<file path="src/rtl/signed_add_pipe.sv">
// Two-stage pipelined signed add/sub with overflow flag, optional clamp
// and a feedback accumulator that is usable on back-to-back beats.
module signed_add_pipe #(
  parameter int WIDTH    = 8,
  parameter bit SATURATE = 1'b0
) (
  input  logic             clk,
  input  logic             rst,
  input  logic             in_valid,
  output logic             in_ready,
  input  logic [WIDTH-1:0] in_a,
  input  logic [WIDTH-1:0] in_b,
  input  logic             in_sub,
  input  logic             in_acc,
  input  logic             acc_clr,
  output logic             out_valid,
  input  logic             out_ready,
  output logic [WIDTH-1:0] out_s,
  output logic             out_ovf,
  output logic             ovf_sticky,
  input  logic             ovf_clr
);

  typedef struct packed {
    logic [WIDTH-1:0] a;
    logic [WIDTH-1:0] b;
    logic             sub;
    logic             acc;
  } s1_t;

  localparam logic [WIDTH-1:0] MAXV = {1'b0, {(WIDTH-1){1'b1}}};
  localparam logic [WIDTH-1:0] MINV = {1'b1, {(WIDTH-1){1'b0}}};

  s1_t              s1_q;
  logic             s1_valid;
  logic             s1_load;
  logic             s2_load;
  logic [WIDTH-1:0] acc;
  logic [WIDTH-1:0] opb;
  logic [WIDTH:0]   ea;
  logic [WIDTH:0]   eb;
  logic [WIDTH:0]   full;
  logic             ovf;
  logic [WIDTH-1:0] res;

  assign s2_load  = s1_valid && (!out_valid || out_ready);
  assign s1_load  = !s1_valid || s2_load;
  assign in_ready = !s1_valid || !out_valid || out_ready;

  // Accumulator is read at S2 load, so a result written on one edge
  // is already the operand of the beat loading on the next edge.
  assign opb  = s1_q.acc ? acc : s1_q.b;
  assign ea   = {s1_q.a[WIDTH-1], s1_q.a};
  assign eb   = {opb[WIDTH-1], opb};
  assign full = s1_q.sub ? (ea - eb) : (ea + eb);
  assign ovf  = full[WIDTH] ^ full[WIDTH-1];

  always_comb begin
    res = full[WIDTH-1:0];
    unique case (1'b1)
      (SATURATE && ovf && full[WIDTH]):  res = MINV;
      (SATURATE && ovf && !full[WIDTH]): res = MAXV;
      default: ;
    endcase
  end

  always_ff @(posedge clk) begin
    if (rst) begin
      s1_valid <= 1'b0;
    end else if (s1_load) begin
      s1_valid <= in_valid;
    end
  end

  always_ff @(posedge clk) begin
    if (s1_load && in_valid) begin
      s1_q <= '{a: in_a, b: in_b, sub: in_sub, acc: in_acc};
    end
  end

  always_ff @(posedge clk) begin
    if (rst) begin
      out_valid <= 1'b0;
      out_s     <= '0;
      out_ovf   <= 1'b0;
    end else if (s2_load) begin
      out_valid <= 1'b1;
      out_s     <= res;
      out_ovf   <= ovf;
    end else if (out_ready) begin
      out_valid <= 1'b0;
    end
  end

  always_ff @(posedge clk) begin
    if (rst) begin
      acc <= '0;
    end else if (acc_clr) begin
      acc <= '0;
    end else if (s2_load && s1_q.acc) begin
      acc <= res;
    end
  end

  always_ff @(posedge clk) begin
    if (rst) begin
      ovf_sticky <= 1'b0;
    end else if (s2_load && ovf) begin
      ovf_sticky <= 1'b1;
    end else if (ovf_clr) begin
      ovf_sticky <= 1'b0;
    end
  end

endmodule
</file>
<file path="config.mk">
export PLATFORM = sky130hd
export DESIGN_NAME = signed_add_pipe
export DESIGN_NICKNAME = d
export VERILOG_FILES = /design/src/rtl/signed_add_pipe.sv
export SDC_FILE = /design/constraint.sdc
export NUM_CORES = 1
export LEC_CHECK = 0
export BUFFER_PORTS_ARGS = -buffer_cell sky130_fd_sc_hd__buf_2
export CELL_PAD_IN_SITES_DETAIL_PLACEMENT = 0
export CELL_PAD_IN_SITES_GLOBAL_PLACEMENT = 1
export CORE_ASPECT_RATIO = 1.5
export CORE_UTILIZATION = 24
export DETAILED_ROUTE_END_ITERATION = 10
export GPL_TIMING_DRIVEN = 0
export PLACE_DENSITY = 0.59
export SLEW_MARGIN = 5
export SYNTH_ARGS = -nofsm -noshare
export SYNTH_HDL_FRONTEND = slang
export SYNTH_SLANG_ARGS = --single-unit
</file>
<file path="constraint.sdc">
create_clock -name clk -period 3.95 [get_ports clk]
set_clock_uncertainty 0.1 [all_clocks]
set_input_delay 0.1975 -clock clk [delete_from_list [all_inputs] [get_ports clk]]
set_output_delay 0.1975 -clock clk [all_outputs]
set_load 0.03 [all_outputs]
</file>
# [Yosys cells after proc, flatten, opt, wreduce, memory -nomap -nowiden]
# Index checks and enable logic that the tools add are counted.
[totals] in_bits=24 word_cells=32 output_inout_bits=12 register_bits=38
[op_classes] n_addsub=2 n_bitwise=1 reduce_logical=13 mux=6
[op_table] cell="8-bit by 8-bit adder with 9-bit output" n=1
[op_table] cell="9-bit 2-to-1 mux" n=1
[op_table] cell="8-bit by 8-bit subtractor with 9-bit output" n=1
[op_table] cell="8-bit 2-to-1 mux" n=1
[op_table] cell="1-bit logical AND" n=4
[op_table] cell="1-bit logical OR" n=4
[op_table] cell="1-bit 2-to-1 mux" n=4
[op_table] cell="2-bit nonzero test" n=2
[op_table] cell="1-bit logical NOT" n=2
[op_table] cell="2-bit OR reduction" n=1
[op_table] cell="1-bit bitwise XOR" n=1

# [Logic depth before layout (Yosys ltp)]
# Gate-level depths: netlist of the first run.
[depth] word_depth=6 ltp_mapped=15 ltp_nobuf=13

# [Worst setup path before layout of the first run]
# OpenSTA, ideal clock, no wires.
[synth_timing] kind="reg2reg" from="reg s1_q[0] in the netlist's numbering" to="reg out_ovf" slack_ns=0.578 stages_incl_launch_ff=15 t_arrival_ns=3.193 path_cell_list="edfxtp_1 > buf_2 > buf_2 > mux2i_1 > ha_1 > nor4b_2 > o22ai_1 > a21oi_1 > nor2b_1 > ha_1 > o21ai_0 > a211o_1 > o2111ai_2 > xnor3_1 > a211oi_2"
[synth_via] elab_chain_len=4
[synth_rtl] element="start: declaration" line_no="34" text="s1_t s1_q;"
[synth_rtl] element="start signal: assignment" line_no="77" text="s1_q <= '{a: in_a, b: in_b, sub: in_sub, acc: in_acc};"
[synth_rtl] element="8-bit 2-to-1 mux (*)" line_no="52" text="assign opb = s1_q.acc ? acc : s1_q.b;"
[synth_rtl] element="8-bit by 8-bit adder with 9-bit output or 8-bit by 8-bit subtractor with 9-bit output (tied branches)" line_no="55" text="assign full = s1_q.sub ? (ea - eb) : (ea + eb);"
[synth_rtl] element="9-bit 2-to-1 mux (*)" line_no="55"
[synth_rtl] element="1-bit bitwise XOR (*)" line_no="56" text="assign ovf = full[WIDTH] ^ full[WIDTH-1];"
[synth_rtl] element="end signal: assignment" line_no="89" text="out_ovf <= ovf;"
[synth_rtl] element="end: declaration" line_no="19" text="output logic out_ovf,"
# Mark *: on every way between the ends. The rest lies on a longest branch, timed or not.
# A chain may end at the register's enable or synchronous reset.

# [Worst setup path after layout of the first run]
# Ends and elaborated chain as after synthesis.

==> metrics, run 1 <==
vias in the first global route=1,510; Cell Area, Synth=1940 um^2; share of the synthesized area in the top cell type=27.9%; Pre-antenna DRT Iters=4; Syn Area/Cell=10.3 um^2; Worst EP required=4.06 ns; root buffer cell=clkbuf_16; commonest non-fill, non-tap cell in the layout=buf_2; # port buffers=35; Core Footprint=7710 um^2; synth top area cells=edfxtp_1, dfxtp_1, mux2i_1; Final Non-Filler Cells=351; switching power=0.327 mW; number of antenna violations at the first check in global routing=0; Least-Margin Pin Slew=0.871 ns; full die area=8450 um^2; Synth cell types=39; fillcell total=834; Max Cap Viol=0; I/O pins=36; Clock power frac=35.8%; VDD IR max=0.000182 V; layout cells sized above 1=19.7%; drt drc=0; Peak Freq=0.288 GHz; Bufs and invs on worst path=2; Cell Pwr Density=440 nW/um^2; Setup TNS=0 ns; r2r setup slk=0.48 ns; synthesis-to-finish area growth=33.2%; Gate Count Post-Synth=188; GP Congestion=0.736; TritonCTS clock tree=done; Ys Warns=0; Slew Limit Fails=0; grt ovf=0; global-route wire length before repair=7260 um; row count=39; Combinational Power Share=24.2%; total CTS buffers=5; Slowest cell on crit path=ha_1; RSZ-0062 raised after global routing=false; CTS Buffer Depth=2; detailed router's first-iteration violation count=69; worst skew pair latency=0.28 ns; Leak Pwr=1.05 nW; most frequent cells in the layout=buf_2, nor2_1, dfxtp_1; DR WL/cell=13.0 um; global-route usage over all layers=11.9%; hpwl dp=3410 um; slew margin rel.=41.9%; status=finished clean; CP max stage delay=0.33 ns; register share of total power=40.0%; Worst setup SP type=register; total power=1.14 mW; Post-CTS Setup Inserts=0; Clock transition at path regs=0.06 ns; dpl cells=325; H-tree level count=2; switching share of power=28.8%; Hold Fails Final Rpt=0; DR vias=1,489; post-synthesis sequential area ratio=48.5%; syn_nets=222; starting density of the core=25.1%; Num Clock Sinks=38; Antenna Nets Post-Route=0; Vias per Instance=4.24; cell-internal power=0.809 mW; Crit Path Class=reg -> reg; Die Width=75.4 um; Hold Path Class=in -> reg; CP most frequent cell=ha_1; Final period util=88.0%; setup violators final=0; final worst path period need=3.47 ns; ANT cells=0; largest net degree at the start of global routing=19; arrival time at the worst endpoint=3.58 ns; leading area contributor after synthesis=edfxtp_1; endpoint class of the critical path=register; CP delay by family, top=compound AO/OA/AOI/OAI gates; DIE HEIGHT=112 um; crit-path cells=clkbuf_4, buf_4, mux2i_1, ha_1, nor4b_4, o22ai_1, a21oi_1, nor2b_1, ha_1, o21ai_0, a211o_1, o2111ai_2, xnor3_1, a211oi_2; crit-path max FO=10; Final Net Count=282; final wirelength=4560 um; FF+latch count, synth=38
## path summary, 6_finish.rpt
path | from | end | cells after the start
setup reg to reg | s1_q[0] | out_ovf | 14
setup / recovery | s1_q[0] | out_ovf | 14
hold reg to reg | ovf_sticky | ovf_sticky | 2
hold / removal | in_valid | s1_valid | 3
## tightest hold or removal path, stage by stage
cell and delay, ns:
buf_2 0.08, a21oi_1 0.03, nor2_1 0.06
## state kept, by name, summed over array words and instances, names as in the netlist
| signal | count |
|---|---|
| acc | 8 |
| ea | 8 |
| out_ovf | 1 |
| out_s | 8 |
| out_valid | 1 |
| ovf_sticky | 1 |
| s1_q | 10 |
| s1_valid | 1 |
## synthesized netlist by cell type
cell / number
edfxtp_1: 18
a211o_1: 1
o2111ai_1: 1
clkbuf_1: 5
buf_2: 2
a211oi_1: 4
a31oi_1: 2
nor4_1: 3
and4bb_2: 1
a21oi_1: 13
o31ai_1: 1
dfxtp_1: 20
o21ai_0: 5
or2_2: 1
inv_1: 7
nand2b_1: 2
nor4b_2: 1
a21o_1: 2
nor4b_1: 1
xor2_1: 7
nor2_1: 22
mux2i_1: 13
a211oi_2: 1
nand3_1: 3
o22ai_1: 3
ha_1: 9
o21a_1: 1
xnor2_1: 4
o2111ai_2: 1
fa_1: 1
and2_1: 3
nand2_1: 16
o211a_1: 1
o21bai_1: 1
nor3_1: 3
buf_1: 1
nor2b_1: 4
nor3b_1: 3
xnor3_1: 1
## what timing repair did
item,CTS,global route
endpoints found under the setup margin,0,2
gates resized for setup,0,4
hold endpoints to repair,18,0
hold buffers,18,0
## final cells by class
cell class | instances | area (um^2) | share of cell area, %
timing repair buffer | 53 | 355 | 13.8
multi-input combinational | 135 | 947 | 36.7
buffer | 8 | 37.5 | 1.45
clock inverter | 1 | 5.00 | 0.194
clock buffer | 7 | 143 | 5.52
sequential | 38 | 941 | 36.4
tap | 102 | 128 | 4.94
inverter | 7 | 26.3 | 1.02
## cell families after synthesis
family	Yosys count	synth area share [%]
AOI/OAI and AO/OA	37	12.6
xor gates and xnor gates	12	6.13
adders and majority gates	10	6.84
buffers and inverters	15	3.03
DFF	38	48.5
muxes	13	6.71
and+or+nand+nor	63	16.1
## per-stage QoR
stage	util [%]	hold slack, ns	instance area (um^2)	setup WS [ns]
global placement	29.1	0.275	2240	0.109
floorplan	-	0.196	1940	0.578
CTS	33.3	0.0281	2570	0.0940
global route	33.5	0.0605	2580	0.165
detailed placement	29.1	0.276	2240	0.135
finish	33.5	0.0275	2580	0.475
## power groups by stage
stage / logic, mW / clock network (mW) / registers, mW
2_1_floorplan: 0.171 / 0 / 0.484
3_3_place_gp: 0.268 / 0 / 0.463
5_1_grt: 0.305 / 0.439 / 0.457
4_1_cts: 0.283 / 0.419 / 0.455
6_report: 0.275 / 0.407 / 0.455
3_5_place_dp: 0.268 / 0 / 0.463
## routing by layer
| metal | part of all wire, % | vias to the layer above | global-route usage [%] | routed length (um) |
|---|---|---|---|---|
| met5 | 0 | - | 0 | 0 |
| li1 | - | 789 | - | - |
| met3 | 2.1 | 7 | 2.51 | 94 |
| met2 | 54 | 19 | 20.4 | 2480 |
| met1 | 41 | 674 | 13.0 | 1890 |
| met4 | 2.4 | 0 | 6.79 | 108 |
Note: power is estimated with default switching activity, not from simulation.
==> run 2: changes to the inputs <==
--- a/config.mk
+++ b/config.mk
@@ -5,7 +5,7 @@
 export SDC_FILE = /design/constraint.sdc
 export NUM_CORES = 1
 export LEC_CHECK = 0
-export BUFFER_PORTS_ARGS = -buffer_cell sky130_fd_sc_hd__buf_2
+export BUFFER_PORTS_ARGS = -buffer_cell sky130_fd_sc_hd__buf_4
 export CELL_PAD_IN_SITES_DETAIL_PLACEMENT = 0
 export CELL_PAD_IN_SITES_GLOBAL_PLACEMENT = 1
 export CORE_ASPECT_RATIO = 1.5
==> metrics, run 2 (same netlist as run 1, synthesis figures left out) <==
status=finished clean (unchanged); Final Non-Filler Cells=351 (unchanged); endpoint class of the critical path=register (unchanged); hpwl dp=3400 um (was 3410 um); H-tree level count=2 (unchanged); GP Congestion=0.728 (was 0.736); root buffer cell=clkbuf_16 (unchanged); DIE HEIGHT=112 um (unchanged); largest net degree at the start of global routing=19 (unchanged); Pre-antenna DRT Iters=4 (unchanged); Worst setup SP type=register (unchanged); setup violators final=0 (unchanged); synthesis-to-finish area growth=37.8% (was 33.2%); fillcell total=847 (was 834); final worst path period need=3.72 ns (was 3.47 ns); Slew Limit Fails=0 (unchanged); Vias per Instance=4.41 (was 4.24); commonest non-fill, non-tap cell in the layout=buf_4 (was buf_2); number of antenna violations at the first check in global routing=0 (unchanged); Most flops, register=s1_q (unchanged); Clock transition at path regs=0.06 ns (about the same); Setup TNS=0 ns (unchanged); number of flip-flops in the largest register=10 (unchanged); VDD IR max=0.000204 V (was 0.000182 V); final wirelength=4640 um (was 4560 um); I/O pins=36 (unchanged); Max Cap Viol=0 (unchanged); Least-Margin Pin Slew=0.869 ns (was 0.871 ns); Crit Path Class=reg -> reg (unchanged); Peak Freq=0.269 GHz (was 0.288 GHz); dpl ws=0.0882 ns (was 0.135 ns); vias in the first global route=1,517 (was 1,510); worst skew pair latency=0.29 ns (was 0.28 ns); row count=39 (unchanged); # port buffers=35 (unchanged); grt ovf=0 (unchanged); Hold Path Class=in -> reg (unchanged); detailed router's first-iteration violation count=30 (was 69); Die Width=75.4 um (unchanged); ANT cells=0 (unchanged); arrival time at the worst endpoint=3.82 ns (was 3.58 ns); crit-path max FO=10 (unchanged); CTS Buffer Depth=2 (unchanged); TritonCTS clock tree=done (unchanged); full die area=8450 um^2 (unchanged); most frequent cells in the layout=buf_4, nor2_1, dfxtp_1 (was buf_2, nor2_1, dfxtp_1); starting density of the core=25.1% (unchanged); Final Worst Setup Slack=0.234 ns (was 0.475 ns); Final period util=94.1% (was 88.0%); Hold Fails Final Rpt=0 (unchanged); Leak Pwr=1.08 nW (was 1.05 nW); total CTS buffers=5 (unchanged); DR vias=1,548 (was 1,489); DR WL/cell=13.2 um (was 13.0 um); Antenna Nets Post-Route=0 (unchanged); global-route wire length before repair=7400 um (was 7260 um); Final Net Count=282 (unchanged); dpl cells=325 (unchanged); Core Footprint=7710 um^2 (unchanged); slew margin rel.=42.1% (was 41.9%); Worst EP required=4.06 ns (about the same); global-route usage over all layers=12.1% (was 11.9%); Num Clock Sinks=38 (unchanged); drt drc=0 (unchanged); layout cells sized above 1=19.3% (was 19.7%); Cell Pwr Density=431 nW/um^2 (was 440 nW/um^2)
-- run 2: cell count changes in the layout (fill, tap and decap cells not counted) --
cell / delta
buf_6: +1
clkbuf_4: -1
clkbuf_1: +1
clkinv_2: -1
buf_2: -34
buf_4: +34
-- run 2: stage by stage --
stage	hold slack [ns]	util (%)	cell area, um^2	total power [mW]
2_1_floorplan	0.196	-	1940	0.655
3_5_place_dp	0.277	30.2	2330	0.745
3_3_place_gp	0.276	30.2	2330	0.745
4_1_cts	0.0215	34.4	2660	1.17
6_report	0.0274	34.6	2670	1.15
5_1_grt	0.0445	34.6	2670	1.21
-- run 2: path summary, 6_finish.rpt --
path         startpoint    endpoint  slack, ns  cells after the start
max             s1_q[0]     out_ovf       0.23                     13
max reg2reg     s1_q[0]     out_ovf       0.23                     13
min reg2reg  ovf_sticky  ovf_sticky       0.36                      2
min            in_valid    s1_valid       0.03                      3
-- run 2: what timing repair did --
| item | 4_1_cts | 5_1_grt |
|---|---|---|
| setup buffers | 0 | 0 |
| hold buffers | 18 | 0 |
| endpoints found under the setup margin | 0 | 2 |
| resized for setup | 0 | 4 |
| endpoints found under the hold margin | 18 | 0 |
-- run 2: layout make-up --
| cell class | instances | area, um^2 | share of cell area, % |
|---|---|---|---|
| multi-input combinational | 135 | 947 | 35.5 |
| sequential | 38 | 941 | 35.2 |
| timing repair buffer | 53 | 443 | 16.6 |
| clock buffer | 8 | 146 | 5.48 |
| tap | 102 | 128 | 4.78 |
| buffer | 8 | 38.8 | 1.45 |
| inverter | 7 | 26.3 | 0.984 |
-- run 2: critical path: stages (launching register included) --
cell and delay, ns:
edfxtp_1 0.31, buf_2 0.25, buf_6 0.20, mux2i_1 0.25
ha_1 0.23, nor4b_4 0.25, nor3_1 0.11, xor2_1 0.18
ha_1 0.37, o2111ai_1 0.23, a211o_1 0.32, o2111ai_2 0.12
xnor3_1 0.48, a211oi_2 0.22
-- run 2: routing by layer --
layer  track usage [%]  share of wire (%)  routed length, um  vias up
met2              21.3                 55               2560       25
met5                 0                  0                  0        -
met1              13.2                 40               1860      725
met3              2.42                2.6                120        6
li1                  -                  -                  -      792
met4              6.30                2.0                 93        0
-- run 2: report_power, final --
part           switching, mW  total, mW  leakage [nW]  internal (mW)
clock network          0.153      0.404        0.0712          0.252
logic                  0.157      0.292         0.665          0.135
registers             0.0145      0.455         0.339          0.441
total                  0.324       1.15          1.08          0.827
